===== config.mk =====
export PLATFORM = sky130hd
export DESIGN_NAME = uart_expr_parser
export DESIGN_NICKNAME = d
export VERILOG_FILES = /design/src/rtl/uart_expr_parser.sv
export SDC_FILE = /design/constraint.sdc
export NUM_CORES = 1
export LEC_CHECK = 0
export ABC_CLOCK_PERIOD_IN_PS = 3900
export CAP_MARGIN = 15
export CORE_MARGIN = 5
export CORE_UTILIZATION = 53
export CTS_BUF_LIST = sky130_fd_sc_hd__clkbuf_16
export DETAILED_ROUTE_END_ITERATION = 6
export PLACE_DENSITY = 0.82
export SYNTH_ARGS = -nofsm -noshare
export SYNTH_HDL_FRONTEND = slang
export SYNTH_SLANG_ARGS = --single-unit

===== constraint.sdc =====
create_clock -name clk -period 3.9 [get_ports clk]
set_input_delay 0.78 -clock clk [delete_from_list [all_inputs] [get_ports clk]]
set_output_delay 0.78 -clock clk [all_outputs]
set_load 0.005 [all_outputs]

===== src/rtl/uart_expr_parser.sv =====
// ============================================================================
//  Module      : uart_expr_parser
//  Description : Parses "A op B =" hex-digit expressions from a UART byte
//                stream and hands operands/operator to an arithmetic stage.
//  Revision    : 1.0 - initial release
// ============================================================================
`default_nettype none

module uart_expr_parser (
    input  logic       clk,
    input  logic       rst,
    input  logic [7:0] rx_data,
    input  logic       rx_done,
    input  logic       alu_done,
    output logic [3:0] Q,
    output logic [3:0] M,
    output logic [1:0] op,
    output logic       parser_done,
    output logic       busy,
    output logic       err
);

    localparam logic [2:0] c_WAIT_A  = 3'd0;
    localparam logic [2:0] c_WAIT_OP = 3'd1;
    localparam logic [2:0] c_WAIT_B  = 3'd2;
    localparam logic [2:0] c_WAIT_EQ = 3'd3;
    localparam logic [2:0] c_DONE    = 3'd4;
    localparam logic [2:0] c_BUSY    = 3'd5;

    logic [2:0] r_state;
    logic [3:0] r_q;
    logic [3:0] r_m;
    logic [1:0] r_op;
    logic       r_parser_done;
    logic       r_busy;
    logic       r_err;

    logic       w_is_digit;
    logic [3:0] w_digit_val;
    logic       w_is_op;
    logic [1:0] w_op_code;
    logic       w_is_term;
    logic       w_is_space;

    // Letter digits: low nibble of 'A'/'a' is 1, so adding 9 yields 10.
    always_comb begin
        w_is_digit  = 1'b1;
        w_digit_val = 4'd0;
        if (rx_data >= 8'h30 && rx_data <= 8'h39) begin
            w_digit_val = rx_data[3:0];
        end else if ((rx_data >= 8'h41 && rx_data <= 8'h46) ||
                     (rx_data >= 8'h61 && rx_data <= 8'h66)) begin
            w_digit_val = rx_data[3:0] + 4'd9;
        end else begin
            w_is_digit = 1'b0;
        end
    end

    always_comb begin
        w_is_op   = 1'b1;
        w_op_code = 2'b00;
        case (rx_data)
            8'h2B:   w_op_code = 2'b00;
            8'h2D:   w_op_code = 2'b01;
            8'h2A:   w_op_code = 2'b10;
            8'h2F:   w_op_code = 2'b11;
            default: w_is_op   = 1'b0;
        endcase
    end

    assign w_is_term  = (rx_data == 8'h3D) || (rx_data == 8'h0D);
    assign w_is_space = (rx_data == 8'h20);

    always_ff @(posedge clk) begin
        if (rst) begin
            r_state       <= c_WAIT_A;
            r_q           <= 4'd0;
            r_m           <= 4'd0;
            r_op          <= 2'b00;
            r_parser_done <= 1'b0;
            r_busy        <= 1'b0;
            r_err         <= 1'b0;
        end else begin
            r_parser_done <= 1'b0;
            r_err         <= 1'b0;
            case (r_state)
                c_WAIT_A: begin
                    if (rx_done && !w_is_space) begin
                        if (w_is_digit) begin
                            r_q     <= w_digit_val;
                            r_state <= c_WAIT_OP;
                        end else begin
                            r_err   <= 1'b1;
                            r_state <= c_WAIT_A;
                        end
                    end
                end
                c_WAIT_OP: begin
                    if (rx_done && !w_is_space) begin
                        if (w_is_op) begin
                            r_op    <= w_op_code;
                            r_state <= c_WAIT_B;
                        end else begin
                            r_err   <= 1'b1;
                            r_state <= c_WAIT_A;
                        end
                    end
                end
                c_WAIT_B: begin
                    if (rx_done && !w_is_space) begin
                        if (w_is_digit) begin
                            r_m     <= w_digit_val;
                            r_state <= c_WAIT_EQ;
                        end else begin
                            r_err   <= 1'b1;
                            r_state <= c_WAIT_A;
                        end
                    end
                end
                c_WAIT_EQ: begin
                    if (rx_done && !w_is_space) begin
                        if (w_is_term) begin
                            r_parser_done <= 1'b1;
                            r_busy        <= 1'b1;
                            r_state       <= c_DONE;
                        end else begin
                            r_err   <= 1'b1;
                            r_state <= c_WAIT_A;
                        end
                    end
                end
                c_DONE: begin
                    r_state <= c_BUSY;
                end
                c_BUSY: begin
                    // Incoming bytes are dropped while the ALU owns the operands.
                    if (alu_done) begin
                        r_busy  <= 1'b0;
                        r_state <= c_WAIT_A;
                    end
                end
                default: begin
                    r_busy  <= 1'b0;
                    r_state <= c_WAIT_A;
                end
            endcase
        end
    end

    assign Q           = r_q;
    assign M           = r_m;
    assign op          = r_op;
    assign parser_done = r_parser_done;
    assign busy        = r_busy;
    assign err         = r_err;

endmodule

`default_nettype wire

After elaboration in Yosys (flattened, before gate mapping):

Index checks and enable logic that the tools add are counted.

* word-level logic and storage cells: 80
* input bits: 12
* output and inout port bits: 13
* register bits after elaboration: 16

* reductions and logical operators: 17
* magnitude comparators: 6
* eq/ne operators: 18
* bitwise operators: 3
* muxes and demuxes: 28
* add/subtract/negate cells: 1

Operator list (number)
* 8-bit by 6-bit equality test with 1-bit output, second input constant: 6
* 3-bit 2-to-1 mux: 6
* 3-bit one-hot mux with 6 select lines: 1
* 8-bit by 7-bit greater-or-equal comparator with 1-bit output, second input constant: 2
* 8-bit by 7-bit less-or-equal comparator with 1-bit output, second input constant: 2
* 1-bit 2-to-1 mux: 14
* 2-bit inequality test, second input constant: 6
* 3-bit AND reduction: 3
* 8-bit by 4-bit equality test with 1-bit output, second input constant: 1
* 8-bit by 6-bit greater-or-equal comparator with 1-bit output, second input constant: 1
* 8-bit by 6-bit less-or-equal comparator with 1-bit output, second input constant: 1
* 4-bit 2-to-1 mux: 2
* 4-bit OR reduction: 2
* 3-bit by 2-bit equality test with 1-bit output, second input constant: 2
* 3-bit equality test, second input constant: 2
* 1-bit one-hot mux with 3 select lines: 2
* 2-bit one-hot mux with 3 select lines: 1
* 5-bit AND reduction: 1
* 4-bit adder, second input constant: 1
* 1-bit logical AND: 4
* 2-bit 2-to-1 mux: 2
* 4-bit AND reduction: 1
* 3-bit by 1-bit equality test with 1-bit output, second input constant: 1
* 3-bit logical NOT: 1
* other kinds (5): 8

Depth between registers and ports, before layout:

Gate-level depths: netlist of the first run.

* word-level depth: 8
* mapped depth: 6
* gate-level depth less buffers: 6

Worst setup path before layout of the first run:

Ideal clock, no wire load.

* path type: input to register
* from: input rx_data[0]
* to: register r_m[2], in the netlist M[2]
* data arrival time: 2.354 ns
* stages on the path: 6
* library setup time: 0.121 ns
* setup slack: 1.425 ns
* data required time: 3.779 ns
* path through: inv_1 -> ha_1 -> or4b_4 -> o31a_4 -> o211ai_2 -> mux2_4

* longest elaborated chain between the ends: 6
* elaborated cells on any way between the ends: 19

Ends and longest elaborated chain
* start: declaration: line 12 `input logic [7:0] rx_data,`
* 8-bit by 7-bit greater-or-equal comparator with 1-bit output (tied with other cells): line 51 `end else if ((rx_data >= 8'h41 && rx_data <= 8'h46) ||`
* 1-bit logical AND (on tied branches): line 51, 52
* 1-bit logical OR: line 51
* 1-bit 2-to-1 mux: line 51
* 1-bit 2-to-1 mux: line 49 `if (rx_data >= 8'h30 && rx_data <= 8'h39) begin`
* 3-bit AND reduction (no source line)
* end signal: assignment: line 112 `r_m <= w_digit_val;`
* end: declaration: line 32 `logic [3:0] r_m;`

Several ways; a longest one is shown, not always the timed one.
A chain may end at the register's enable or synchronous reset.

Worst setup path after layout of the first run:

* from: input rx_data[0]
* to: register r_q[2], in the netlist Q[2]

* longest elaborated chain between the ends: 6
* elaborated cells on any way between the ends: 19

Ends and longest elaborated chain
* 8-bit by 7-bit greater-or-equal comparator with 1-bit output (tied with other cells): line 51
* 1-bit logical AND (on tied branches): line 51, 52
* 1-bit logical OR: line 51
* 1-bit 2-to-1 mux: line 51
* 1-bit 2-to-1 mux: line 49
* 3-bit AND reduction (no source line)
* end signal: assignment: line 90 `r_q <= w_digit_val;`
* end: declaration: line 31 `logic [3:0] r_q;`

Several ways; a longest one is shown, not always the timed one.

==> results of run 1 <==
-- stage by stage --
stage	instances	power, mW	worst slack, ns	util [%]
after CTS	172	0.421	1.03	72.6
after detailed placement	168	0.225	0.792	68.6
final	172	0.422	1.03	72.6
after floorplan	123	0.202	1.43	-
after global placement	168	0.224	0.852	68.6
after global routing	172	0.438	0.949	72.6
-- cell type report --
class / instances / area, um2 / share of cell area, %
flip-flops and latches: 16 / 320 / 22.3
inverters: 5 / 18.8 / 1.30
clock buffers: 3 / 75.1 / 5.22
multi-input cells: 96 / 747 / 51.9
well taps: 27 / 33.8 / 2.35
repair buffers: 24 / 240 / 16.7
clock inverters: 1 / 3.75 / 0.261
-- cells by family (layout without fill, tap and decap cells) --
kind of cell / Yosys count / after routing
AND/OR/NAND/NOR: 46 / 46
AO/OA/AOI/OAI: 36 / 36
flip-flops: 16 / 16
buffers and inverters: 11 / 33
multiplexers: 9 / 9
adder cells (fa/ha/maj): 4 / 4
XOR/XNOR: 1 / 1
-- placed cells by master, fill, tap and decap left out, types with 3 or more instances in the layout --
master,n
clkdlybuf4s50_1,24
dfxtp_1,16
a21oi_1,8
nand2b_1,8
mux2i_1,7
nand2_1,7
nor2b_1,6
inv_1,5
o21ai_0,5
nor3_1,4
a211oi_1,4
ha_1,4
nand3_1,3
or3_1,3
o21bai_1,3
clkbuf_16,3
-- report_power, final --
| group | internal (mW) | total (mW) | switching [mW] |
|---|---|---|---|
| Clock | 0.136 | 0.199 | 0.0629 |
| Sequential | 0.165 | 0.166 | 0.000990 |
| Combinational | 0.0270 | 0.0569 | 0.0299 |
| Total | 0.328 | 0.422 | 0.0938 |
-- registers in the layout, indices dropped and copies added, names as in the netlist --
signal       cells
M                4
Q                4
busy             1
err              1
op               2
parser_done      1
r_state          3
-- how the worst max path moves through the flow --
stage          endpoint  slack, ns  cells after the start
5_1_grt            M[2]       0.95                      7
3_3_place_gp       M[2]       0.85                      7
2_1_floorplan      M[2]       1.43                      6
4_1_cts            M[2]       1.03                      7
3_5_place_dp       M[2]       0.79                      7
6_report           Q[2]       1.03                      7
-- routing by layer --
layer  share of wire, %  vias up  track usage (%)
li1                   -      509                -
met1                 45      489             22.3
met2                 49       29             33.1
met3                4.8        4             2.09
met4                1.7        0             7.64
met5                  0        -                0
-- worst register-to-register path: cells and delay by family (launching register included) --
kind / cells / cell delay (ns)
flops: 1 / 0.48
compound gates: 2 / 0.55
simple gates: 2 / 0.35
==> impl_metrics.tcl, run 1 <==
set metrics [dict create \
    status "completed" \
    cts_setup_buffers 0 \
    gr-total-overflow 0 \
    io_pins 25 \
    peakVddDrop_mv 0.187 \
    critPathMaxStageDelay_ns 0.50 \
    hold_end "op[0]" \
    synth_seq_cells 16 \
    place_congestion 0.806 \
    coreArea_mm2 0.00198 \
    power.density_mw_per_mm2 293 \
    drc 0 \
    finalHoldViolations 0 \
    crit_path_end_kind "register" \
    antennaDiodeCount 0 \
    synth_top_family_by_area "simple AND/OR/NAND/NOR gates" \
    min_from "op[0]" \
    clk-insertion-delay-late_ns 0.24 \
    synthFlopType "dfxtp_1" \
    maxSlewViolCount 0 \
    fp.dieH_um 55.8 \
    cp_slowest_cell "or4b_4" \
    rsz0062_at_grt "false" \
    rr_worst_depth 4 \
    maxCapViolCount 0 \
    synth_top_area_cell "dfxtp_1" \
    synthXorXnorAreaFrac_pct 0.789 \
    setup_viol 0 \
    start_kind "input port" \
    path_clk_slew_ns 0.05 \
    drive_above_1_share_pct 10.3 \
    grtUsageTotal_pct 18.6 \
    ctsHoldBuffers 0 \
    fin_crit_ns 2.87 \
    hold_path_class "reg -> reg" \
    synth_compound_area_share_pct 24.9 \
    r2r_end "err" \
    firstDrtPassIters 4 \
    wl_um 2720 \
    crit_chain "clkdlybuf4s50_1, inv_1, ha_1, or4b_4, o31a_4, o211ai_2, mux2_4" \
    timing.fmax_ghz 0.349 \
    startpoint "rx_data[0]" \
    syn_inst 123 \
    muxShareOfSynthArea_pct 9.02 \
    critPathMaxFanout 7 \
    cts_root_buf "clkbuf_16" \
    vias 1031 \
    cts_tree "built" \
    worstReg2RegStart "r_state[1]" \
    synth-simple-area-share_pct 28.1 \
    cts_htree_levels 1 \
    ant_nets 0 \
    nets 162 \
    area.growth.synth_to_final_pct 29.7 \
    post_synth.cell_area_avg_um2 9.02 \
    crit_type "in -> reg" \
    antenna_found_initial 0 \
    grt_pass1_wl_um 4740 \
    wire_per_inst_um 15.8 \
    synth_edf_count 0 \
    yosysSeqAreaShare_pct 28.9 \
    cp.arrival_ns 3.00 \
    yosysMostFrequentCell "dfxtp_1" \
    mappedNetlistArea_mm2 0.00111 \
    reg2reg_slack_ns 2.39 \
    ys_top_cells_by_area "dfxtp_1 29%, mux2i_1 6.3%, ha_1 4.5%" \
    synthDistinctLibCells 45 \
    hpwl_um 2000 \
    synth_common_cells "16 x dfxtp_1, 8 x a21oi_1, 8 x nand2b_1" \
    via_per_inst 5.99 \
    critical-path-top-delay-family "buffers and inverters" \
    cts_sinks 16 \
    drt-initial-drc-count 13 \
    grt_max_degree 22 \
    num_rows 16 \
    synth_fa_ha_area_share_pct 4.51 \
    cp.required_ns 4.03 \
    cts_resized 0 \
    hold_depth 2 \
    slew-limit-headroom_pct 54.5 \
    die_w_um 55.8 \
    ys_warn_count 0 \
    syn_nets 139 \
    clock_skew_ns 0.00189 \
    clk_path_buf_depth 2 \
    initial_core_util_pct 56.0 \
    timing.final.crit_share_pct 73.5 \
    netlist.area_leader.share_pct 28.9 \
    power_leakage_nw 0.542 \
    stdcell_area_mm2 0.00144 \
    grt_pass1_vias 1054 \
    holdWs_ns 0.469 \
    fin_tns_setup_ns 0 \
    port_buffers 24 \
    cts_made_buffers 3 \
    die-area_mm2 0.00311 \
    async_flop_share_pct 0 \
    placed_cell_area_mm2 0.00136 \
    worst_pin_slew_ns 0.681 \
    fill_cells 145 \
    crit_buf_inv 2 \
]
(Power assumes the default switching activity.)
==> run 2: changes to the inputs <==
Settings changed: ABC_CLOCK_PERIOD_IN_PS 3900 to 2500, CORE_UTILIZATION 53 to 44, PLACE_DENSITY 0.82 to 0.72.
Clock period 3.9 ns to 2.5 ns, I/O delays scaled along.
==> impl_metrics.tcl, run 2 (synthesis results as in run 1) <==
set metrics [dict create \
    cts_made_buffers 3 \
    grt_max_degree 22 \
    finalHoldViolations 0 \
    final_common_cell "clkdlybuf4s50_1" \
    finalNonFillerCells 192 \
    clk_path_buf_depth 2 \
    status "completed" \
    area.growth.synth_to_final_pct 44.1 \
    cts_root_buf "clkbuf_16" \
    hold_path_class "reg -> reg" \
    drc 0 \
    antenna_found_initial 0 \
    place_congestion 0.849 \
    dp.cells 189 \
    rsz0062_at_grt "false" \
    path_clk_slew_ns 0.05 \
    sw_frac_of_total_pct 22.2 \
    wl_um 2840 \
    fin_crit_ns 2.37 \
    maxCapViolCount 0 \
    internal_power_mw 0.524 \
    hpwl_um 2230 \
    p_total_mw 0.674 \
    num_rows 18 \
    crit_path_end_kind "register" \
    critPathMaxFanout 5 \
    vias 1091 \
    fp.dieH_um 60.2 \
    drive_above_1_share_pct 22.2 \
    cts_htree_levels 1 \
    reg2reg_slack_ns 0.95 \
    final_cell_mix "24 x clkdlybuf4s50_1, 18 x buf_4, 16 x dfxtp_1, 8 x a21oi_1, 8 x nand2b_1" \
    regArea_um2 320 \
    grt_pass1_wl_um 4760 \
    cp.arrival_ns 2.49 \
    multi_input_area_um2 772 \
    firstDrtPassIters 4 \
    clockPowerShare_pct 45.5 \
    initial_core_util_pct 45.2 \
    switchingPower_mw 0.150 \
    power.density_mw_per_mm2 421 \
    wire_per_inst_um 14.8 \
    cts_sinks 16 \
    grt_pass1_vias 1097 \
    gr-total-overflow 0 \
    peakVddDrop_mv 0.422 \
    power_leakage_nw 0.630 \
    fill_cells 197 \
    die_w_um 60.2 \
    port_buffers 24 \
    maxSlewViolCount 0 \
    start_kind "input port" \
    nets 180 \
    die-area_mm2 0.00363 \
    via_per_inst 5.68 \
    clock_skew_ns 0.000746 \
    antennaDiodeCount 0 \
    coreArea_mm2 0.00245 \
    clk-insertion-delay-late_ns 0.24 \
    drt-initial-drc-count 14 \
    timing.final.crit_share_pct 94.7 \
    cts_tree "built" \
    worst_pin_slew_ns 0.711 \
    combPwrFrac_pct 16.0 \
    cp.required_ns 2.62 \
    timing.fmax_ghz 0.423 \
    grtUsageTotal_pct 16.9 \
    crit_type "in -> reg" \
    ant_nets 0 \
    slew-limit-headroom_pct 52.5 \
    power_frac_seq_pct 38.5 \
    setup_viol 0 \
    io_pins 25 \
]
run 2: cell count changes in the layout (fill, tap and decap cells not counted):
cell,previous run,this run
a2111oi_1,1,0
a2111oi_2,0,1
a41oi_1,1,0
a41oi_2,0,1
buf_4,0,18
clkinv_1,1,0
ha_1,4,3
ha_4,0,1
run 2: what timing repair did:
item	CTS	global route
gates resized for setup	0	4
setup buffers	0	0
hold buffers	0	0
endpoints found under the setup margin	0	5
run 2: final cells by class:
class	instances	area share, %
multi-input combinational	96	48.3
timing repair buffer	42	23.5
sequential	16	20.0
clock buffer	3	4.69
tap	30	2.35
inverter	5	1.17
run 2: metrics by stage:
| step | TNS, ns | cell area [um2] | util (%) | hold WS, ns | setup slack, ns |
|---|---|---|---|---|---|
| 6_report | 0 | 1600 | 65.1 | 0.474 | 0.133 |
| 5_1_grt | 0 | 1600 | 65.1 | 0.512 | 0.0170 |
| 4_1_cts | 0 | 1570 | 64.1 | 0.476 | 0.0549 |
| 3_5_place_dp | -1.49 | 1500 | 61.1 | 0.470 | -0.195 |
| 3_3_place_gp | -0.640 | 1500 | 61.1 | 0.461 | -0.0905 |
| 2_1_floorplan | 0 | 1110 | - | 0.466 | 0.305 |
run 2: worst paths after layout:
path,start,to,depth (start not counted)
setup / recovery,rx_data[1],err,8
hold reg to reg,op[0],op[0],2
setup reg to reg,r_state[1],err,4
hold / removal,op[0],op[0],2
run 2: power groups by stage:
stage / Clock (mW) / Combinational (mW) / Sequential, mW
6_report: 0.307 / 0.108 / 0.260
3_5_place_dp: 0 / 0.104 / 0.265
2_1_floorplan: 0 / 0.0509 / 0.264
4_1_cts: 0.312 / 0.104 / 0.259
3_3_place_gp: 0 / 0.101 / 0.264
5_1_grt: 0.321 / 0.117 / 0.260
run 2: metal layers:
layer / up-vias / routed length, um / track usage, %
met3: 4 / 129 / 2.38
met4: 0 / 36 / 5.70
li1: 541 / - / -
met2: 28 / 1440 / 30.1
met1: 518 / 1240 / 20.6
met5: - / 0 / 0
run 2: worst max-delay path, cell delays in order:
cell and delay, ns:
clkdlybuf4s50_1 0.47, inv_1 0.08, buf_4 0.15, ha_1 0.24
nor3b_2 0.31, nor3_4 0.06, or3_1 0.32, a2111oi_2 0.34
==> edit: new RTL, flow settings as in run 1 <==
Put one more register stage on the output `err`, cleared by the reset. The value now appears one clock later. The other outputs are not delayed to match.
--- a/src/rtl/uart_expr_parser.sv
+++ b/src/rtl/uart_expr_parser.sv
@@ -154,3 +154,9 @@
     assign busy        = r_busy;
-    assign err         = r_err;
+    always_ff @(posedge clk) begin
+        if (rst) begin
+            err <= '0;
+        end else begin
+            err <= r_err;
+        end
+    end
 
Check against the original RTL: not equivalent (Yosys sat finds a counterexample within 4 cycles, from zero or initial values and one cycle with rst high).
==> edit against run 1 <==
Sequential cell count is 1 higher. Final cell count is 5.8% lower. Power is 1.9% higher. Cell area is 5.4% lower. Fmax is 2.8% lower. Wire length is 6.4% lower. Area after synthesis is 8.3% lower. Die area is 6.9% lower. Setup slack worse by 84 ps. Non-clock buffer count is 1 higher. Synthesized cell count is 9.8% lower.
==> edit: results (changes against run 1) <==
{| class="wikitable"
! Metric !! Value
|-
| Fillers || 127 (-12%)
|-
| Signal buf overhead || 0.182 (+0.0150)
|-
| Share of final-layout standard cells stronger than drive strength 1 || 0.102 (-0.00126)
|-
| Maximum fanout along the worst path || 12 (+5)
|-
| Syn avg cell area || 9.16 sq um (+1.6%)
|-
| Post-synthesis compound-gate area fraction || 0.256 (+0.00669)
|-
| Sequential share of cell area || 0.250 (+0.0274)
|-
| Vias per Instance || 5.94 (-0.93%)
|-
| Area used by multi-input combinational logic || 639 sq um (-14%)
|-
| Adder and majority cell fraction of the synthesized area || 0.0492 (+0.00410)
|-
| Syn Nets || 127 (-8.6%)
|-
| Part of the total power dissipated in combinational logic || 0.117 (-0.018)
|-
| Wire length of the first global-routing pass || 4180 um (-12%)
|-
| Synth unique cells || 40 (-11%)
|-
| Worst path max stage delay || 610 ps (+110 ps)
|-
| Clock Sink Count || 17 (+1)
|-
| Inverter count || 6 (+1)
|-
| Number of ordinary and repair buffers in the finished layout || 25 (+4.2%)
|-
| Number of nets at the end of the flow || 154 (-4.9%)
|-
| Worst ir drop on vdd || 0.428 mV (+130%)
|-
| First DRT Iteration DRCs || 14 (+1)
|-
| Leading cell types by total area after synthesis || sky130_fd_sc_hd__dfxtp_1 (33%), sky130_fd_sc_hd__mux2i_1 (5.9%), sky130_fd_sc_hd__ha_1 (4.9%)
|-
| Run status || completed
|-
| Power attributed to the clock group || 0.204 mW (+3%)
|-
| Gpl congestion || 0.903 (+12%)
|-
| Sequential element share of the synthesized area || 0.335 (+0.0460)
|-
| Top cells by count, synth || sky130_fd_sc_hd__dfxtp_1 (17), sky130_fd_sc_hd__nand2_1 (8), sky130_fd_sc_hd__o21ai_0 (7)
|-
| DP Wirelength || 1850 um (-7.4%)
|-
| Overall track demand over capacity in global routing || 0.198 (+0.0126)
|-
| Worst clock skew || 2.65 ps (+0.757 ps)
|-
| Number of multi-input logic gates || 85 (-11%)
|-
| Kind of cell adding the most delay to the critical path || compound AO/OA/AOI/OAI gates
|-
| Pin count of the biggest net entering global routing || 15 (-32%)
|-
| Dpl cells || 158 (-6.0%)
|-
| Worst relative slew slack || 0.621 (+0.0762)
|-
| Routed wirelength normalized by instance count || 15.7 um (-0.58%)
|-
| Worst path arrival time || 3090 ps (+90 ps)
|-
| Xor and xnor area share after synthesis || 0.00861 (+0.000718)
|-
| Setup slack after placement || 726 ps (-66.5 ps)
|}
[edit: cell types whose count changed after synthesis, moves of 3 or more]
cell / change
sky130_fd_sc_hd__o21a_1: +3
sky130_fd_sc_hd__nand4_1: +4
sky130_fd_sc_hd__nor2_1: +3
sky130_fd_sc_hd__nand2b_1: -8
sky130_fd_sc_hd__a211oi_1: -3
sky130_fd_sc_hd__or3_1: -3
sky130_fd_sc_hd__clkbuf_1: -3
[edit: worst paths after layout]
path / start / endpoint / slack [ps] / cells past startpoint
worst max-delay path: rx_data[3] / Q[3] / 950 / 5
worst min-delay path: r_err / err / 450 / 1
worst max register to register: r_state[0] / Q[3] / 2370 / 3
worst min register to register: r_err / err / 450 / 1
[edit: metal layers]
layer  global-route usage  up-vias  wire (um)
met5                    0        -          0
met4               0.0553        0         13
met3               0.0499        2        123
met2                0.351       34       1300
met1                0.234      451       1110
li1                     -      475          -
